--- config.mk ---
export PLATFORM = sky130hd
export DESIGN_NAME = mdu_ctrl
export DESIGN_NICKNAME = d
export VERILOG_FILES = /design/src/rtl/mdu_pkg.sv /design/src/rtl/mdu_ctrl_div_iter.sv /design/src/rtl/mdu_ctrl.sv
export SDC_FILE = /design/constraint.sdc
export NUM_CORES = 2
export LEC_CHECK = 0
export ABC_AREA = 1
export BUFFER_PORTS_ARGS = -buffer_cell sky130_fd_sc_hd__buf_4
export CAP_MARGIN = 20
export CELL_PAD_IN_SITES_DETAIL_PLACEMENT = 1
export CELL_PAD_IN_SITES_GLOBAL_PLACEMENT = 2
export CORE_MARGIN = 8
export CORE_UTILIZATION = 38
export CTS_CLUSTER_DIAMETER = 30
export DETAILED_ROUTE_END_ITERATION = 10
export MAX_ROUTING_LAYER = met4
export PLACE_DENSITY = 0.84
export RECOVER_POWER = 25
export SYNTH_ARGS = -nofsm -noshare
export SYNTH_HDL_FRONTEND = slang
export SYNTH_SLANG_ARGS = --single-unit
--- constraint.sdc ---
create_clock -name clk -period 10.2 [get_ports clk]
set_input_delay 0.51 -clock clk [delete_from_list [all_inputs] [get_ports clk]]
set_output_delay 0.51 -clock clk [all_outputs]
set_load 0.05 [all_outputs]
--- src/rtl/mdu_pkg.sv ---
// Shared types, defaults and small helpers for the multiply/divide unit.
package mdu_pkg;

  localparam int DEF_MUL_LAT   = 2;
  localparam int DEF_DIV_ITERS = 32;

  typedef enum logic [3:0] {
    MULT  = 4'd0,
    MULTU = 4'd1,
    DIV   = 4'd2,
    DIVU  = 4'd3,
    MUL   = 4'd4,
    MADD  = 4'd5,
    MADDU = 4'd6,
    MSUB  = 4'd7,
    MSUBU = 4'd8
  } mdu_op_t;

  typedef enum logic [1:0] {
    IDLE,
    MUL_BUSY,
    DIV_BUSY,
    DONE
  } mdu_state_t;

  function automatic logic isDivOp(input mdu_op_t op);
    return (op == DIV) || (op == DIVU);
  endfunction

  // Ops whose operands are interpreted as two's complement.
  function automatic logic isSignedOp(input mdu_op_t op);
    return (op == MULT) || (op == DIV) || (op == MUL) || (op == MADD) || (op == MSUB);
  endfunction

  // Extend a 32-bit operand to 64 bits so that the truncated 64x64 product
  // equals the exact signed or unsigned 32x32 product.
  function automatic logic [63:0] extOperand(input logic [31:0] v, input logic sgn);
    return {{32{sgn & v[31]}}, v};
  endfunction

endpackage

--- src/rtl/mdu_ctrl_div_iter.sv ---
// Unsigned radix-2 restoring divider: one quotient bit per cycle.
// A zero divisor naturally yields quotient=all ones, remainder=dividend.
module div_iter import mdu_pkg::*; #(
  parameter int ITERS = DEF_DIV_ITERS
) (
  input  logic        clk,
  input  logic        rst,
  input  logic        start,
  input  logic        abort,
  input  logic [31:0] dividend,
  input  logic [31:0] divisor,
  output logic        done,
  output logic [31:0] quotient,
  output logic [31:0] remainder
);

  localparam int CNT_W = $clog2(ITERS + 1);

  logic             busy;
  logic [CNT_W-1:0] iterCnt;
  logic [31:0]      divisorQ;
  logic [32:0]      partial;
  logic [33:0]      trial;

  // Shift in the next dividend bit and trial-subtract the divisor.
  always_comb begin
    partial = {remainder, quotient[31]};
    trial   = {1'b0, partial} - {2'b00, divisorQ};
  end

  // Iteration register: the quotient register doubles as the dividend shifter.
  always_ff @(posedge clk) begin
    // NOTE: sequential state uses non-blocking assignments so every register
    // in this block samples the pre-edge values of the others.
    if (rst || abort) begin
      busy      <= 1'b0;
      iterCnt   <= '0;
      divisorQ  <= '0;
      quotient  <= '0;
      remainder <= '0;
    end else if (start) begin
      busy      <= 1'b1;
      iterCnt   <= CNT_W'(ITERS);
      divisorQ  <= divisor;
      quotient  <= dividend;
      remainder <= '0;
    end else if (busy) begin
      if (!trial[33]) begin
        remainder <= trial[31:0];
        quotient  <= {quotient[30:0], 1'b1};
      end else begin
        remainder <= partial[31:0];
        quotient  <= {quotient[30:0], 1'b0};
      end
      iterCnt <= iterCnt - CNT_W'(1);
      if (iterCnt == CNT_W'(1)) busy <= 1'b0;
    end
  end

  // High during the cycle whose closing edge writes the final quotient bit,
  // so the controller can enter DONE exactly when the result lands.
  assign done = busy && (iterCnt == CNT_W'(1));

endmodule

--- src/rtl/mdu_ctrl.sv ---
// EX-stage multiply/divide controller: sequences the multiplier pipeline and
// the iterative divider, stalls the pipe while busy and owns HI/LO.
module mdu_ctrl import mdu_pkg::*; #(
  parameter int MUL_LAT   = DEF_MUL_LAT,
  parameter int DIV_ITERS = DEF_DIV_ITERS
) (
  input  logic        clk,
  input  logic        rst,
  input  logic        en_i,
  input  logic [3:0]  op_i,
  input  logic [31:0] a_i,
  input  logic [31:0] b_i,
  input  logic        flush_i,
  input  logic        hold_i,
  input  logic        mthi_i,
  input  logic        mtlo_i,
  input  logic [31:0] wdata_i,
  output logic        stall_o,
  output logic        done_o,
  output logic [31:0] mul_res_o,
  output logic [31:0] hi_o,
  output logic [31:0] lo_o
);

  localparam int PIPE_DEPTH = MUL_LAT - 1;
  localparam int CNT_W      = $clog2(MUL_LAT + 1);
  localparam logic [CNT_W-1:0] MUL_CNT_INIT = CNT_W'(MUL_LAT - 2);

  mdu_state_t       state, nextState;
  mdu_op_t          opIn, opQ;
  logic [31:0]      aQ, bQ;
  logic             negQuo, negRem;
  logic [CNT_W-1:0] mulCnt;
  logic             accept, divStart, commit;

  logic [63:0]      mulProd, mulP;
  logic [63:0]      mulPipe [PIPE_DEPTH];

  logic [31:0]      divDividend, divDivisor, divQuo, divRem, quoFix, remFix;
  logic             divDone;

  logic [63:0]      hiLo, newHiLo;
  logic             writesHiLo;
  logic [31:0]      hiQ, loQ;

  assign opIn = mdu_op_t'(op_i);

  // The divider works on magnitudes; signs are restored after the divide.
  always_comb begin
    divDividend = (isSignedOp(opIn) && a_i[31]) ? (~a_i + 32'd1) : a_i;
    divDivisor  = (isSignedOp(opIn) && b_i[31]) ? (~b_i + 32'd1) : b_i;
  end

  // State register.
  always_ff @(posedge clk) begin
    if (rst) state <= IDLE;
    else     state <= nextState;
  end

  // Next-state and handshake outputs; flush overrides everything.
  always_comb begin
    // NOTE: every output of this block gets a default first, so no path can
    // leave one unassigned and infer a latch.
    nextState = state;
    stall_o   = 1'b0;
    done_o    = 1'b0;
    accept    = 1'b0;
    divStart  = 1'b0;
    commit    = 1'b0;
    case (state)
      IDLE: begin
        if (en_i) begin
          stall_o = 1'b1;
          accept  = 1'b1;
          if (isDivOp(opIn)) begin
            divStart  = 1'b1;
            nextState = DIV_BUSY;
          end else begin
            nextState = MUL_BUSY;
          end
        end
      end
      MUL_BUSY: begin
        stall_o = 1'b1;
        if (mulCnt == '0) nextState = DONE;
      end
      DIV_BUSY: begin
        stall_o = 1'b1;
        if (divDone) nextState = DONE;
      end
      DONE: begin
        done_o = 1'b1;
        if (!hold_i) begin
          commit    = 1'b1;
          nextState = IDLE;
        end
      end
      default: nextState = IDLE;
    endcase
    if (flush_i) begin
      nextState = IDLE;
      stall_o   = 1'b0;
      done_o    = 1'b0;
      accept    = 1'b0;
      divStart  = 1'b0;
      commit    = 1'b0;
    end
  end

  // Capture the operation and operands, plus the sign fixups a divide needs.
  always_ff @(posedge clk) begin
    if (rst) begin
      opQ    <= MULT;
      aQ     <= '0;
      bQ     <= '0;
      negQuo <= 1'b0;
      negRem <= 1'b0;
    end else if (accept) begin
      opQ    <= opIn;
      aQ     <= a_i;
      bQ     <= b_i;
      negQuo <= isSignedOp(opIn) && (a_i[31] ^ b_i[31]);
      negRem <= isSignedOp(opIn) && a_i[31];
    end
  end

  // Multiply latency counter: MUL_BUSY lasts MUL_LAT-1 cycles.
  always_ff @(posedge clk) begin
    if (rst)                                      mulCnt <= '0;
    else if (accept)                              mulCnt <= MUL_CNT_INIT;
    else if (state == MUL_BUSY && mulCnt != '0)   mulCnt <= mulCnt - CNT_W'(1);
  end

  assign mulProd = extOperand(aQ, isSignedOp(opQ)) * extOperand(bQ, isSignedOp(opQ));

  // Product pipeline; the latched operands stay put, so the tail is stable in DONE.
  always_ff @(posedge clk) begin
    // NOTE: the pipeline is reset because its tail drives mul_res_o, which
    // must read zero out of reset.
    if (rst) begin
      for (int i = 0; i < PIPE_DEPTH; i++) mulPipe[i] <= '0;
    end else begin
      mulPipe[0] <= mulProd;
      for (int i = 1; i < PIPE_DEPTH; i++) mulPipe[i] <= mulPipe[i-1];
    end
  end

  assign mulP      = mulPipe[PIPE_DEPTH-1];
  assign mul_res_o = mulP[31:0];

  div_iter #(
    .ITERS(DIV_ITERS)
  ) u_div (
    .clk      (clk),
    .rst      (rst),
    .start    (divStart),
    .abort    (flush_i),
    .dividend (divDividend),
    .divisor  (divDivisor),
    .done     (divDone),
    .quotient (divQuo),
    .remainder(divRem)
  );

  assign quoFix = negQuo ? (~divQuo + 32'd1) : divQuo;
  assign remFix = negRem ? (~divRem + 32'd1) : divRem;

  // Value HI/LO take on commit; accumulating ops use HI/LO as they are now.
  always_comb begin
    hiLo       = {hiQ, loQ};
    newHiLo    = hiLo;
    writesHiLo = 1'b1;
    case (opQ)
      MULT, MULTU: newHiLo = mulP;
      MADD, MADDU: newHiLo = hiLo + mulP;
      MSUB, MSUBU: newHiLo = hiLo - mulP;
      DIV, DIVU:   newHiLo = {remFix, quoFix};
      default:     writesHiLo = 1'b0;
    endcase
  end

  // Architectural HI/LO: an MDU commit wins over a same-edge MTHI/MTLO.
  always_ff @(posedge clk) begin
    if (rst) begin
      hiQ <= '0;
      loQ <= '0;
    end else if (commit && writesHiLo) begin
      hiQ <= newHiLo[63:32];
      loQ <= newHiLo[31:0];
    end else begin
      if (mthi_i) hiQ <= wdata_i;
      if (mtlo_i) loQ <= wdata_i;
    end
  end

  assign hi_o = hiQ;
  assign lo_o = loQ;

endmodule

==> flow_metrics.env <==
export IMPL_numPortBuffers=204
export IMPL_max_freq_mhz=109.8
export IMPL_tritoncts="yes"
export IMPL_fin_area_mm2=0.07189
export IMPL_whs_ns=0.04563
export IMPL_status="finished with violations"
export IMPL_ys_seq_elements=305
export IMPL_synth_edf_count=0
export IMPL_dieArea_mm2=0.1848
export IMPL_routedWlPerCell_um=25.08
export IMPL_max_cap_viol_count=1
export IMPL_synth_seq_area_share_pct=9.382
export IMPL_cts_sinks=305
export IMPL_first_iter_violations=4046
export IMPL_power_leakage_uw=0.03626
export IMPL_synthTopCellsByArea="fa_1 35%, nand2_1 14%, inv_1 13%"
export IMPL_final_cells=11650
export IMPL_overflow=0
export IMPL_fin_skew_ns=0.08065
export IMPL_num_rows=152
export IMPL_violations="capacitance limit, slew limit"
export IMPL_critPathMaxStageDelay_ns=0.63
export IMPL_ys_async_sr_fraction_pct=0
export IMPL_root_buffer="clkbuf_16"
export IMPL_avgSynthCellArea_um2=6.983
export IMPL_synth_top_area_cell="fa_1"
export IMPL_power_switching_uw=3749
export IMPL_core_mm2=0.1710
export IMPL_drc=0
export IMPL_synth_most_common_cell="nand2_1"
export IMPL_slew_viol_final=30
export IMPL_clkPwrFrac_pct=38.3
export IMPL_rsz0062_at_grt="no"
export IMPL_internal_power_uw=4462
export IMPL_critPathBufInv=4
export IMPL_worst_slew_pin_slew_ns=1.981
export IMPL_synthesis_area_mm2=0.06508
export IMPL_switching_share_pct=45.66
export IMPL_synth_common_cells="2434 x nand2_1, 2243 x inv_1, 1127 x fa_1, 683 x nor2_1, 424 x a21oi_1"
export IMPL_placedCellCount=11460
export IMPL_setup_worst_path_class="register to register"
export IMPL_place_congestion=1.002
export IMPL_die_x_um=429.8
export IMPL_start_util_pct=38.06
export IMPL_crit_path_frequent_cell="fa_1"
export IMPL_num_vias=61760
export IMPL_crit_family="adder cells"
export IMPL_combPwrFrac_pct=43.6
export IMPL_layout_nets=10880
export IMPL_netlist_instances=9319
export IMPL_synth_top_flop_cell="dfxtp_1"
export IMPL_clk_pin_slew_worst_paths_ns=0.05
export IMPL_start_kind="register"
export IMPL_ios=205
export IMPL_syn_nets=10870
export IMPL_grt_start_max_net_pins=67
export IMPL_via_per_inst=5.303
export IMPL_cts_setup_buffers=0
export IMPL_max_slew_margin_rel_pct=-32.08
export IMPL_syn_to_final_growth_pct=10.47
export IMPL_synth_warnings=0
export IMPL_fin_crit_sh_pct=89.29
export IMPL_critPathSlowestCell="fa_1"
export IMPL_worstPathArrival_ns=9.71
export IMPL_ir_drop_uv=129.1
export IMPL_place_area_mm2=0.06871
export IMPL_endpoint_kind="register"
export IMPL_n_fill_cell=21660
export IMPL_drive_gt1_share_pct=5.488
export IMPL_hp_class="input port to register"
export IMPL_crit_required_ns=10.80
export IMPL_finalSetupViolCount=0
export IMPL_pwr_share_seq_pct=18.0
export IMPL_clk_path_buf_depth=3
export IMPL_clock_latency_ns=0.73
export IMPL_fin_setup_tns_ns=0
export IMPL_yosysTopAreaCellShare_pct=34.67
export IMPL_drt_total_wl_um=292100
export IMPL_drtPass1Iterations=5
export IMPL_period_needed_ns=9.108
export IMPL_htree_num_levels=3
export IMPL_antenna_found_initial=14
export IMPL_synth_cell_type_count=70
export IMPL_cts_resized=0
export IMPL_powerDensity_mw_per_mm2=114.2
export IMPL_grt_pass1_wl_um=433000
export IMPL_dp_hpwl_um=243600
export IMPL_grt_pass1_vias=67200
export IMPL_postRouteAntennaNets=0
export IMPL_crit_fanout=15
export IMPL_hold_viol_final=0
export IMPL_numCtsBuffers=94
export IMPL_track_usage_pct=31.90
export IMPL_die_height_um=429.8
-- power by group through the flow --
stage,Combinational (µW),Sequential (µW),Clock (µW)
floorplan,2250,1390,0
global placement,3450,1510,0
detailed placement,3530,1500,0
CTS,3550,1480,3190
global route,3890,1480,3250
finish,3580,1480,3150
-- worst min-delay path, cell delays in order --
cell and delay, ns:
buf_4 0.11, nand2_1 0.06, o21ai_0 0.06
-- per-layer routing --
layer	up-vias	share of wire [%]	wire length, µm	track usage [%]
met2	1816	48	140300	53.34
met1	31620	41	120000	38.39
met4	0	6.0	17660	15.90
met5	-	0	0	-
li1	27710	-	-	-
met3	614	4.8	14130	3.496
-- through the flow --
stage                     util, %  setup WS [ns]  power, µW
after floorplan                 -          2.572       3644
after global placement      40.10          1.358       4961
after detailed placement    40.19          1.287       5027
after CTS                   42.19          1.132       8215
after global routing        42.04         0.7017       8622
final                       42.05          1.092       8211
-- worst paths after layout --
check / startpoint / endpoint / slack [ns] / cells past startpoint
worst max-delay path: opQ[2] / mulPipe[0][50] / 1.09 / 27
worst min register to register: u_div.quotient[2] / u_div.quotient[2] / 0.46 / 2
worst min-delay path: op_i[1] / opQ[1] / 0.05 / 3
worst max register to register: opQ[2] / mulPipe[0][50] / 1.09 / 27
-- area by class of cell --
type / instances / area [µm²] / area share, %
Timing Repair Buffer: 334 / 2352 / 3.272
Tap cell: 2233 / 2794 / 3.886
Antenna cell: 9 / 22.52 / 0.03133
Multi-Input combinational cell: 6329 / 48710 / 67.75
Inverter: 2262 / 8491 / 11.81
Sequential cell: 305 / 6113 / 8.503
Clock inverter: 46 / 754.5 / 1.049
Clock buffer: 127 / 2656 / 3.695
-- cells in the final DEF, fill, tap and decap left out, types with 21 or more instances in the layout --
cell	count
a21oi_1	424
xnor2_1	47
buf_4	223
fa_1	1127
clkbuf_1	111
nand2_1	2432
o21ai_0	324
nand3_1	326
o21bai_1	23
a31oi_1	34
dfxtp_1	299
o21ai_1	32
xor2_1	87
o21a_1	21
inv_1	2242
nor3_1	62
nand4_1	79
o211ai_1	21
nor2_1	681
o22ai_1	66
ha_1	321
clkbuf_16	94
-- state kept, by name, summed over array words and instances, names as in the netlist, 4 cells and up --
register,flops
opQ,4
u_div.iterCnt,6
u_div.quotient,32
aQ,32
hi_o,32
u_div.divisorQ,32
lo_o,32
bQ,32
u_div.remainder,32
mulPipe,64
-- kinds of logic after synthesis --
family,synth area share [%]
compound gates,8.963
xor+xnor,1.803
fa+ha+maj,40.84
buf+inv,15.81
flops,9.382
simple gates,23.20
-- repair_timing --
action,in CTS,in global routing
endpoints found under the setup margin,0,0
hold endpoints to repair,1,0
hold buffers,1,0
(Power assumes the default switching activity.)
